### src/rtl/result_stream_out_pkg.sv
// Shared fixed-point helpers for the result_stream_out block and later stages.
// Provides rso_sat(): round-half-up right shift followed by signed saturation.
package result_stream_out_pkg;

   localparam int rso_max_w = 64;

   typedef struct packed {
      logic                 sat;
      logic [rso_max_w:0]   data;
   } rso_res_t;

   // v is the sign-extended input; result is sign-extended to rso_max_w+1 bits
   function automatic rso_res_t rso_sat(
      input logic signed [rso_max_w-1:0] v,
      input int unsigned                 shift,
      input int unsigned                 out_w
   );
      rso_res_t                   res;
      logic signed [rso_max_w:0]  t;
      logic signed [rso_max_w:0]  hi;
      logic signed [rso_max_w:0]  lo;
      t  = ($signed({v[rso_max_w-1], v}) + (65'sd1 <<< (shift - 1))) >>> shift;
      hi = (65'sd1 <<< (out_w - 1)) - 65'sd1;
      lo = -(65'sd1 <<< (out_w - 1));
      res.sat = 1'b0;
      res.data = t;
      if (t > hi) begin
         res.data = hi;
         res.sat  = 1'b1;
      end else if (t < lo) begin
         res.data = lo;
         res.sat  = 1'b1;
      end
      return res;
   endfunction

endpackage

### src/rtl/result_stream_out_if.sv
// Output stream of result_stream_out: show-ahead data with valid/ready.
// master drives out_data/out_valid, slave drives out_ready.
interface result_stream_out_if #(
   parameter int out_w = 16
);
   logic [out_w-1:0] out_data;
   logic             out_valid;
   logic             out_ready;

   modport master (
      output out_data,
      output out_valid,
      input  out_ready
   );

   modport slave (
      input  out_data,
      input  out_valid,
      output out_ready
   );
endinterface

### src/rtl/result_stream_out_sync_fifo.sv
// Show-ahead synchronous FIFO, no write-to-read bypass.
// Ports: wr_valid/wr_data in, rd_ready in, rd_data/level/full/empty out.
module result_stream_out_sync_fifo #(
   parameter int width = 16,
   parameter int depth = 16
) (
   input  logic                     clk,
   input  logic                     rst,
   input  logic                     wr_valid,
   input  logic [width-1:0]         wr_data,
   input  logic                     rd_ready,
   output logic [width-1:0]         rd_data,
   output logic [$clog2(depth):0]   level,
   output logic                     full,
   output logic                     empty
);
   localparam int aw = $clog2(depth);
   localparam logic [aw:0] cap = (aw + 1)'(depth);

   logic [width-1:0] mem [depth];
   logic [aw-1:0]    wptr;
   logic [aw-1:0]    rptr;
   logic [aw:0]      cnt;
   logic             do_rd;
   logic             do_wr;

   assign empty = (cnt == '0);
   assign full  = (cnt == cap);
   assign level = cnt;
   assign do_rd = !empty && rd_ready;
   // a read in the same cycle frees the slot, so writing at full is legal
   assign do_wr = wr_valid && (!full || do_rd);
   // forced to zero while empty so reset presents a clean bus
   assign rd_data = empty ? '0 : mem[rptr];

   always_ff @(posedge clk or negedge rst) begin
      if (!rst) begin
         wptr <= '0;
         rptr <= '0;
         cnt  <= '0;
      end else begin
         if (do_wr) wptr <= wptr + 1'b1;
         if (do_rd) rptr <= rptr + 1'b1;
         unique case ({do_wr, do_rd})
            2'b10:   cnt <= cnt + 1'b1;
            2'b01:   cnt <= cnt - 1'b1;
            default: cnt <= cnt;
         endcase
      end
   end

   always_ff @(posedge clk) begin
      if (do_wr) mem[wptr] <= wr_data;
   end

endmodule

### src/rtl/result_stream_out.sv
// Output stage for the batch filter: round/saturate results, buffer, stream out.
// Ports: clk, rst (async low), in/in_valid, o (stream), level, sat, overflow, clear.
module result_stream_out
   import result_stream_out_pkg::*;
#(
   parameter int in_w  = 24,
   parameter int out_w = 16,
   parameter int shift = 8,
   parameter int depth = 16
) (
   input  logic                     clk,
   input  logic                     rst,
   input  logic signed [in_w-1:0]   in,
   input  logic                     in_valid,
   result_stream_out_if.master      o,
   output logic [$clog2(depth):0]   level,
   output logic                     sat,
   output logic                     overflow,
   input  logic                     clear
);
   rso_res_t          r;
   logic              fits;
   logic              set_sat;
   logic              set_ovf;
   logic              p_valid;
   logic [out_w-1:0]  p_data;
   logic              full;
   logic              empty;

   always_comb begin
      r = rso_sat({{(rso_max_w - in_w){in[in_w-1]}}, in},
                  shift, out_w);
   end

   // the converted word must be a pure sign extension of its out_w LSBs
   assign fits = (r.data[rso_max_w:out_w-1] ==
                  {(rso_max_w + 2 - out_w){r.data[out_w-1]}});
   assign set_sat = in_valid && (r.sat || !fits);
   assign set_ovf = p_valid && full && !(o.out_valid && o.out_ready);

   always_ff @(posedge clk or negedge rst) begin
      if (!rst) begin
         p_valid <= 1'b0;
         p_data  <= '0;
      end else begin
         p_valid <= in_valid;
         if (in_valid) p_data <= r.data[out_w-1:0];
      end
   end

   // set wins over a same-cycle clear
   always_ff @(posedge clk or negedge rst) begin
      if (!rst) begin
         sat      <= 1'b0;
         overflow <= 1'b0;
      end else begin
         sat      <= set_sat || (sat && !clear);
         overflow <= set_ovf || (overflow && !clear);
      end
   end

   result_stream_out_sync_fifo #(
      .width (out_w),
      .depth (depth)
   ) u_fifo (
      .clk      (clk),
      .rst      (rst),
      .wr_valid (p_valid),
      .wr_data  (p_data),
      .rd_ready (o.out_ready),
      .rd_data  (o.out_data),
      .level    (level),
      .full     (full),
      .empty    (empty)
   );

   assign o.out_valid = !empty;

endmodule

### src/flat_wrapper.sv
// flat-port wrapper written by rule: the top's interface ports become plain ports
module result_stream_out_flat import result_stream_out_pkg::*;
#(
   parameter int in_w  = 24,
   parameter int out_w = 16,
   parameter int shift = 8,
   parameter int depth = 16
)
  (clk, rst, in, in_valid, level, sat, overflow, clear, o_out_data, o_out_valid, o_out_ready);
  result_stream_out_if #(.out_w(out_w)) o_i ();
  input  logic clk;
  input  logic rst;
  input  logic signed [in_w-1:0] in;
  input  logic in_valid;
  output logic [$clog2(depth):0] level;
  output logic sat;
  output logic overflow;
  input  logic clear;
  output wire logic [$bits(o_i.out_data)-1:0] o_out_data;
  output wire logic [$bits(o_i.out_valid)-1:0] o_out_valid;
  input wire logic [$bits(o_i.out_ready)-1:0] o_out_ready;
  assign o_out_data = o_i.out_data;
  assign o_out_valid = o_i.out_valid;
  assign o_i.out_ready = o_out_ready;
  result_stream_out #(.in_w(in_w), .out_w(out_w), .shift(shift), .depth(depth)) u_core (.clk(clk), .rst(rst), .in(in), .in_valid(in_valid), .o(o_i), .level(level), .sat(sat), .overflow(overflow), .clear(clear));
endmodule
### config.mk
export PLATFORM = sky130hd
export DESIGN_NAME = result_stream_out_flat
export DESIGN_NICKNAME = d
export VERILOG_FILES = /design/src/rtl/result_stream_out_pkg.sv /design/src/rtl/result_stream_out_if.sv /design/src/rtl/result_stream_out_sync_fifo.sv /design/src/rtl/result_stream_out.sv /design/src/flat_wrapper.sv
export SDC_FILE = /design/constraint.sdc
export NUM_CORES = 1
export LEC_CHECK = 0
export CORE_MARGIN = 2
export CORE_UTILIZATION = 45
export DETAILED_ROUTE_END_ITERATION = 7
export GPL_ROUTABILITY_DRIVEN = 0
export SLEW_MARGIN = 0
export SYNTH_ARGS = -nofsm -noshare
export SYNTH_HDL_FRONTEND = slang
export SYNTH_SLANG_ARGS = --single-unit
### constraint.sdc
create_clock -name clk -period 7.2 [get_ports clk]
set_input_delay 1.8 -clock clk [delete_from_list [all_inputs] [get_ports clk]]
set_output_delay 1.8 -clock clk [all_outputs]
set_load 0.005 [all_outputs]
# Word-level counts from Yosys, hierarchy flattened
# Memory sizes are Yosys's and may differ from the RTL's.
# Index checks and enable logic that the tools add are counted.
[word_totals] mem_count=1 output_inout_bits=24 inputBits=29 regBits=32 mem_bits_rw=256 word_cells=43
[mem_list] memory="u_core.u_fifo.mem" words=16 word_bits=16 read_ports=1 rd_clocked_by_memory_dff=0 wr=1 line_no="result_stream_out_sync_fifo.sv:20" source="logic [width-1:0] mem [depth];"
[op_classes] eq_ne=4 n_addsub=5 magnitude_cmp=2 n_reduce_logical=18 n_mux=6
[op_table] operator="$mux W66" count=2
[op_table] operator="$eq A49 B49 Y1" count=1
[op_table] operator="$add A24 B9 Y25 const B" count=1
[op_table] operator="$gt A17 B16 Y1 const B" count=1
[op_table] operator="$lt A17 B16 Y1 const B" count=1
[op_table] operator="$mux W16" count=1
[op_table] operator="$pmux W5 S2" count=1
[op_table] operator="$add A4 B1 Y4 const B" count=2
[op_table] operator="$logic_and A1 B1 Y1" count=7
[op_table] operator="$add A5 B1 Y5 const B" count=1
[op_table] operator="$eq A5 B5 Y1 const B" count=1
[op_table] operator="$logic_not A1 Y1" count=5
[op_table] operator="$logic_not A5 Y1" count=1
[op_table] operator="$sub A5 B1 Y5 const B" count=1
[op_table] operator="$logic_or A1 B1 Y1" count=4
[op_table] operator="$eq A2 B1 Y1 const B" count=1
[op_table] operator="$eq A2 B2 Y1 const B" count=1
[op_table] operator="$mux W1" count=2
[op_table] operator="$reduce_bool A2 Y1" count=1

# Depth between registers and ports, before layout
# Gate-level depths: netlist of run 1.
[logic_depth] ltp_word=9 ltp_mapped=13 ltp_nobuf=12

# Hierarchy
# From an unflattened synthesis of run 1, not the netlist that was laid out.
[hier_totals] hier_cells=637 area_unflattened_um2=11820.1
[by_module_without_submodules] mod="result_stream_out_sync_fifo" area_per_inst_um2=10667.7 instances=1 seq_area_each_um2=8012.7 cells_each=505
[by_module_without_submodules] mod="result_stream_out" area_per_inst_um2=1152.4 instances=1 seq_area_each_um2=475.5 cells_each=132

# Worst setup path before layout of run 1
# No wires, ideal clock.
[synth_path] path_kind="input to register" from="input port o_out_ready" to="register u_core.u_fifo.cnt[4], in the netlist u_core.u_fifo.level[4]" arrival_time_ps=3732 path_stages=12 setup_slack_ps=3344 setup_time_ps=124 t_required_ps=7076 n_path_buf=1 path_cell_list="nand3b_1 and2_1 buf_2 inv_2 ha_1 inv_1 fa_1 nor2b_1 o21ai_0 nand3_1 or3b_1 xnor2_1"
[synth_via] elab_chain_cells=5 elab_cells_between_ends=7 classes_between="2 x eq/ne; 1 x mux; 4 x reduce/logical"
[synth_rtl] element="from (decl)" line_no="flat_wrapper.sv:21" source="input wire logic [$bits(o_i.out_ready)-1:0] o_out_ready;"
[synth_rtl] element="$logic_and A1 B1 Y1 *" line_no="result_stream_out_sync_fifo.sv:30" source="assign do_rd = !empty && rd_ready;"
[synth_rtl] element="$logic_or A1 B1 Y1" line_no="result_stream_out_sync_fifo.sv:32" source="assign do_wr = wr_valid && (!full || do_rd);"
[synth_rtl] element="$logic_and A1 B1 Y1" line_no="result_stream_out_sync_fifo.sv:32"
[synth_rtl] element="$eq A2 B1 Y1 or $eq A2 B2 Y1 (tied branches)" line_no="result_stream_out_sync_fifo.sv:44" source="unique case ({do_wr, do_rd})"
[synth_rtl] element="$pmux W5 S2 or $reduce_bool A2 Y1 (tied branches)"
[synth_rtl] element="to (signal assigned)" line_no="result_stream_out_sync_fifo.sv:45" source="2'b10: cnt <= cnt + 1'b1;"
[synth_rtl] element="to (signal assigned)" line_no="result_stream_out_sync_fifo.sv:46" source="2'b01: cnt <= cnt - 1'b1;"
[synth_rtl] element="to (signal assigned)" line_no="result_stream_out_sync_fifo.sv:47" source="default: cnt <= cnt;"
[synth_rtl] element="to (decl)" line_no="result_stream_out_sync_fifo.sv:23" source="logic [aw:0] cnt;"
# Every way passes the cells marked *; elsewhere a longest branch is shown, timed or not.
# A chain may end at the register's enable or synchronous reset.

# Worst setup path in the final report of run 1
[layout_path] from="register u_core.u_fifo.rptr[0]" to="output port o_out_data[13]"
[layout_via] elab_chain_cells=2
[layout_rtl] element="from (decl)" line_no="result_stream_out_sync_fifo.sv:22" source="logic [aw-1:0] rptr;"
[layout_rtl] element="from (signal assigned)" line_no="result_stream_out_sync_fifo.sv:43" source="if (do_rd) rptr <= rptr + 1'b1;"
[layout_rtl] element="$mem_v2 Z16 W16"
[layout_rtl] element="$mux W16" line_no="result_stream_out_sync_fifo.sv:34" source="assign rd_data = empty ? '0 : mem[rptr];"
[layout_rtl] element="to (decl)" line_no="flat_wrapper.sv:19" source="output wire logic [$bits(o_i.out_data)-1:0] o_out_data;"
# Every way passes these cells.

==> results of run 1 <==
sequential cells by signal, indices dropped and copies added (netlist names):
register,count
u_core.p_data,16
u_core.u_fifo.wptr,4
u_core.sat,1
u_core.overflow,1
u_core.u_fifo.level,5
u_core.u_fifo.rptr,4
u_core.p_valid,1
u_core.u_fifo.mem,256
per-layer routing:
metal | wire (um) | up-vias | share of wire [%]
met5 | 0 | - | 0
met4 | 474 | 0 | 1.9
met3 | 1040 | 37 | 4.2
met2 | 11900 | 163 | 48
met1 | 11500 | 3027 | 46
li1 | - | 2513 | -
stage by stage:
step / cell area (um^2) / cells / total power [mW] / hold WS [ns]
global placement: 12400 / 952 / 3.72 / 0.475
global route: 13400 / 1004 / 5.41 / 0.539
detailed placement: 12400 / 952 / 3.76 / 0.495
CTS: 13400 / 1004 / 5.23 / 0.519
floorplan: 11600 / 593 / 3.17 / 0.477
finish: 13400 / 1004 / 5.16 / 0.517
layout make-up:
| cell class | count | area, um^2 |
|---|---|---|
| repair buffers | 57 | 541 |
| inverters | 12 | 45.0 |
| clock inverters | 8 | 68.8 |
| flip-flops and latches | 288 | 8490 |
| well taps | 330 | 413 |
| fillers | 1999 | 11900 |
| multi-input cells | 265 | 2940 |
| clock buffers | 44 | 875 |
worst paths after layout:
check,start,endpoint,cells after the start
worst min-delay path,u_core.overflow$_DFF_PN0_,u_core.overflow$_DFF_PN0_,1
worst min register to register,u_core.overflow$_DFF_PN0_,u_core.overflow$_DFF_PN0_,1
worst max-delay path,u_core.u_fifo.rptr[0]$_DFFE_PN0P_,o_out_data[13],5
max in group asynchronous,rst,u_core.u_fifo.rptr[0]$_DFFE_PN0P_,2
min in group asynchronous,rst,u_core.u_fifo.level[4]$_DFFE_PN0P_,2
worst max register to register,u_core.u_fifo.level[1]$_DFFE_PN0P_,u_core.u_fifo.level[4]$_DFFE_PN0P_,10
kinds of logic after synthesis:
logic type      after synthesis  share of synthesized area, %
flops                       288                          73.0
mux                          98                          15.4
simple gates                 85                          4.41
compound gates               48                          2.52
buf+inv                      40                          1.77
xor+xnor                     23                          1.73
fa+ha+maj                    11                          1.25
power breakdown:
group	internal (mW)	switching, mW
combinational	0.764	0.638
clock	0.870	0.593
sequential	2.04	0.254
total	3.68	1.49
synth_stat cells, drive strengths merged (10+ instances only):
cell and instances:
edfxtp 256, and2 11, xor2 10, dfrtp 32
mux4 64, nand2 18, ha 10, nor2 20
buf 20, mux2i 33, a21oi 17, inv 12
xnor2 13, o22ai 18
worst register-to-register path: cells and delay by family (launching register included):
family,cells,cell delay (ns)
simple gates,5,1.36
compound gates,2,0.36
flops,1,0.44
fa+ha+maj,2,0.63
xor+xnor,1,0.14
==> out/qor.yml, run 1 <==
status:
  status: "finished clean"
cts:
  cts_htree_levels: 1
  cts_root_buf: "clkbuf_16"
  cts-hold-fix-buffers: 0
  clock_latency_ns: 0.54
  clockBufferDepth: 3
  clk_pin_slew_ns: 0.06
  postCtsSetupBuffers: 0
  cts_sinks: 288
  cts_tree: "built"
  cts-resized-gates: 0
  cts_buffers: 30
routing:
  via_per_inst: 5.72
  drc_errors: 0
  drtIter0Drc: 459
  vias: 5740
  routed_wl_um: 24900
  postRouteAntennaNets: 0
  dr.pass1.iters: 5
  wl_per_cell_um: 24.8
grt:
  grt-busiest-layer: "met2"
  grt_use_met1_pct: 28.6
  track_usage_pct: 19.3
  grt_pass1_vias: 6108
  grt_use_met3_pct: 2.44
  grt_max_degree: 49
  antenna_found_initial: 0
  grt_overflow_total: 0
  use_met2_pct: 30.9
  grt_pass1_wl_um: 37700
critical_path:
  crit_slowest_cell: "dfrtp_4"
  cp_max_fo: 48
  crit_required_ns: 5.40
  timing.critical_path.buf_inv: 2
  cp_cell_sequence: "buf_4 -> mux4_2 -> mux2i_1 -> o22ai_1 -> clkdlybuf4s50_1"
  crit_type: "reg -> out"
  reg2reg_slack_ns: 4.17
  cp_slowest_stage_delay_ns: 1.09
  critPathTopFamily: "flip-flops"
  arrival_ns: 3.57
  start_kind: "flip-flop"
  setup.worst_path.end_class: "primary output"
placement:
  portBuffers: 45
  place_ws_ns: 2.30
  hpwlAfterDp_um: 14100
floorplanning:
  io_pins: 53
  core_area_um2: 25300
  fp.dieW_um: 165
  die_h_um: 165
  rows: 58
  initial_core_util_pct: 46.1
  dieArea_um2: 27200
min_path:
  hold_class: "reg -> reg"
synthesis:
  seq_area_frac_synth_pct: 73.0
  synth_fp_nets: 633
  synthTopCellsByArea: "edfxtp_1 (66%), mux4_2 (12%), dfrtp_1 (6.9%), mux2i_1 (2.8%), ha_1 (1.1%)"
  ys_ff_latch: 288
  synth-edff-count: 256
  synth_cell_type_count: 44
  synth_top_area_share_pct: 66.1
  ys.flop_type: "edfxtp_1"
  synth_area_um2: 11600
  syn_area_per_cell_um2: 19.6
  synth-warning-count: 0
  netlist_instances: 593
  async_flop_share_pct: 11.1
  synth_largest_area_cell: "edfxtp_1"
layout:
  area_growth_pct: 15.0
  fin_nets: 694
  drive_gt1_share_pct: 19.6
  utilization_pct: 53.0
  mostFrequentLayoutCells: "edfxtp_1 (256), mux4_2 (64), clkdlybuf4s50_1 (45)"
  mostFrequentLayoutCell: "edfxtp_1"
  antenna_cells: 0
sta:
  worstMarginPinSlew_ns: 1.21
  rsz0062_at_grt: "no"
  max_clock_freq_mhz: 186
  fin_crit_ns: 5.37
  fin_tns_setup_ns: 0
  worst_clock_skew_ns: 0.0134
  slew_viol_final: 0
  report.final.hold_viol_count: 0
  finalWorstSetupSlack_ns: 1.83
  fin_crit_sh_pct: 74.6
  finalSetupViolations: 0
  relSlewSlack_pct: 19.2
pwr:
  p_leak_nw: 4.47
  vdd_drop_max_v: 0.000232
  powerDensity_nw_per_um2: 386
run:
  cap_violations: 0
No activity file was read; power rests on OpenSTA's default activity.
==> run 2: changes to the inputs <==
- clock period: 7.2 -> 5.2 ns (I/O delays scaled with it)
==> out/qor.yml, run 2 (synthesis results as in run 1) <==
status:
  status: "finished clean"  # unchanged
critical_path:
  cp_max_fo: 32  # was 48
  crit_slowest_cell: "dfrtp_4"  # unchanged
  crit_type: "reg -> out"  # unchanged
  crit_required_ns: 3.90  # was 5.40 ns
  cp_cell_sequence: "buf_12 -> mux4_2 -> mux2i_1 -> o22ai_1 -> clkdlybuf4s50_1"  # was buf_4 -> mux4_2 -> mux2i_1 -> o22ai_1 -> clkdlybuf4s50_1
  critPathTopFamily: "buffers and inverters"  # was flip-flops
  setup.worst_path.end_class: "primary output"  # unchanged
  cp_slowest_stage_delay_ns: 0.77  # was 1.09 ns
  start_kind: "flip-flop"  # unchanged
  arrival_ns: 3.15  # was 3.57 ns
  timing.critical_path.buf_inv: 2  # unchanged
cts:
  cts_htree_levels: 1  # unchanged
  cts_tree: "built"  # unchanged
  cts_buffers: 29  # was 30
  postCtsSetupBuffers: 0  # unchanged
  cts_root_buf: "clkbuf_16"  # unchanged
  cts-resized-gates: 0  # unchanged
  clk_pin_slew_ns: 0.06  # about the same
  cts-hold-fix-buffers: 0  # unchanged
  clock_latency_ns: 0.53  # was 0.54 ns
  clockBufferDepth: 3  # unchanged
  cts_sinks: 288  # unchanged
floorplanning:
  dieArea_um2: 27200  # unchanged
  rows: 58  # unchanged
  initial_core_util_pct: 46.1  # unchanged
  core_area_um2: 25300  # unchanged
  die_h_um: 165  # unchanged
  io_pins: 53  # unchanged
  fp.dieW_um: 165  # unchanged
pwr:
  netSwitchingFraction_pct: 28.8  # about the same
  internal-power_mw: 5.02  # was 3.68 mW
  power_switching_mw: 2.03  # was 1.49 mW
  power_frac_comb_pct: 28.3  # was 27.2%
  powerDensity_nw_per_um2: 527  # was 386 nW/um^2
  p_leak_nw: 4.50  # was 4.47 nW
  vdd_drop_max_v: 0.000273  # was 0.000232 V
  pwr-share-clk_pct: 26.9  # was 28.3%
  p_seq_share_pct: 44.8  # was 44.5%
layout:
  final_cells: 1011  # was 1004
  utilization_pct: 53.0  # about the same
  area_growth_pct: 15.1  # was 15.0%
  nFillCells: 2008  # was 1999
  mostFrequentLayoutCell: "edfxtp_1"  # unchanged
  design_area_um2: 13400  # about the same
  fin_nets: 706  # was 694
  drive_gt1_share_pct: 20.4  # was 19.6%
  mostFrequentLayoutCells: "edfxtp_1 (256), mux4_2 (64), clkdlybuf4s50_1 (45)"  # unchanged
  antenna_cells: 0  # unchanged
  top_register: "u_core.u_fifo.mem"  # unchanged
  largest_register_ffs: 256  # unchanged
sta:
  relSlewSlack_pct: 30.3  # was 19.2%
  worst_clock_skew_ns: 0.00676  # was 0.0134 ns
  max_clock_freq_mhz: 224
  fin_crit_ns: 4.45
  finalSetupViolations: 0  # unchanged
  fin_crit_sh_pct: 85.7
  report.final.hold_viol_count: 0  # unchanged
  slew_viol_final: 0  # unchanged
  fin_tns_setup_ns: 0  # unchanged
  worstMarginPinSlew_ns: 1.05  # was 1.21 ns
  rsz0062_at_grt: "no"  # unchanged
  fin_hold_ws_ns: 0.499  # was 0.517 ns
grt:
  antenna_found_initial: 0  # unchanged
  grt_overflow_total: 0  # unchanged
  grt_pass1_wl_um: 38100  # was 37700 um
  track_usage_pct: 19.3  # about the same
  grt_max_degree: 40  # was 49
  grt_pass1_vias: 6126  # was 6108
routing:
  drc_errors: 0  # unchanged
  via_per_inst: 5.72  # about the same
  vias: 5781  # was 5740
  postRouteAntennaNets: 0  # unchanged
  dr.pass1.iters: 4  # was 5
  drtIter0Drc: 532  # was 459
  routed_wl_um: 25000  # was 24900 um
  wl_per_cell_um: 24.7  # was 24.8 um
placement:
  dp.cells: 965  # was 952
  dpl_cell_area_um2: 12500  # was 12400 um^2
  portBuffers: 45  # unchanged
  hpwlAfterDp_um: 14700  # was 14100 um
run:
  cap_violations: 0  # unchanged
min_path:
  hold_class: "reg -> reg"  # unchanged
[run 2: cell count changes in the layout (fill, tap and decap cells not counted), moves of 2 or more]
| cell | delta |
|---|---|
| clkbuf_8 | -5 |
| clkbuf_1 | -3 |
| clkinv_1 | +3 |
| clkbuf_16 | -2 |
| clkinv_2 | +3 |
| buf_4 | +12 |
[run 2: per-layer routing]
layer / up-vias / global-route usage, % / wire [um]
met2: 179 / 32.7 / 12700
met5: - / 0 / 0
met4: 0 / 5.14 / 524
li1: 2527 / - / -
met1: 3032 / 26.8 / 10800
met3: 43 / 2.39 / 1040
[run 2: final cells by class]
class                   count  area, um^2  area share [%]
flip-flops and latches    288        8490            63.4
repair buffers             70         651            4.86
clock inverters            12         103           0.766
multi-input cells         265        2940            22.0
well taps                 330         413            3.08
inverters                  12        45.0           0.336
clock buffers              34         744            5.56
[run 2: final timing paths]
kind | startpoint | endpoint | slack (ns) | depth (start not counted)
max | u_core.u_fifo.rptr[0]$_DFFE_PN0P_ | o_out_data[12] | 0.75 | 5
min in group asynchronous | rst | u_core.u_fifo.level[3]$_DFFE_PN0P_ | 1.17 | 2
min | u_core.overflow$_DFF_PN0_ | u_core.overflow$_DFF_PN0_ | 0.50 | 1
min reg2reg | u_core.overflow$_DFF_PN0_ | u_core.overflow$_DFF_PN0_ | 0.50 | 1
max reg2reg | u_core.u_fifo.level[0]$_DFFE_PN0P_ | u_core.u_fifo.level[4]$_DFFE_PN0P_ | 2.18 | 12
max in group asynchronous | rst | u_core.u_fifo.rptr[0]$_DFFE_PN0P_ | 3.71 | 2
[run 2: power by group through the flow]
stage | Sequential (mW) | Combinational (mW) | Clock (mW)
2_1_floorplan | 2.97 | 1.42 | 0
3_5_place_dp | 3.21 | 2.04 | 0
5_1_grt | 3.21 | 2.17 | 2.03
3_3_place_gp | 3.19 | 2.01 | 0
4_1_cts | 3.17 | 2.05 | 1.93
6_report | 3.16 | 2.00 | 1.90
[run 2: metrics by stage]
| step | setup WS [ns] | power (mW) |
|---|---|---|
| after floorplan | 1.84 | 4.39 |
| after global placement | 1.23 | 5.20 |
| after detailed placement | 1.17 | 5.25 |
| after CTS | 0.689 | 7.15 |
| after global routing | 0.570 | 7.41 |
| final | 0.746 | 7.06 |
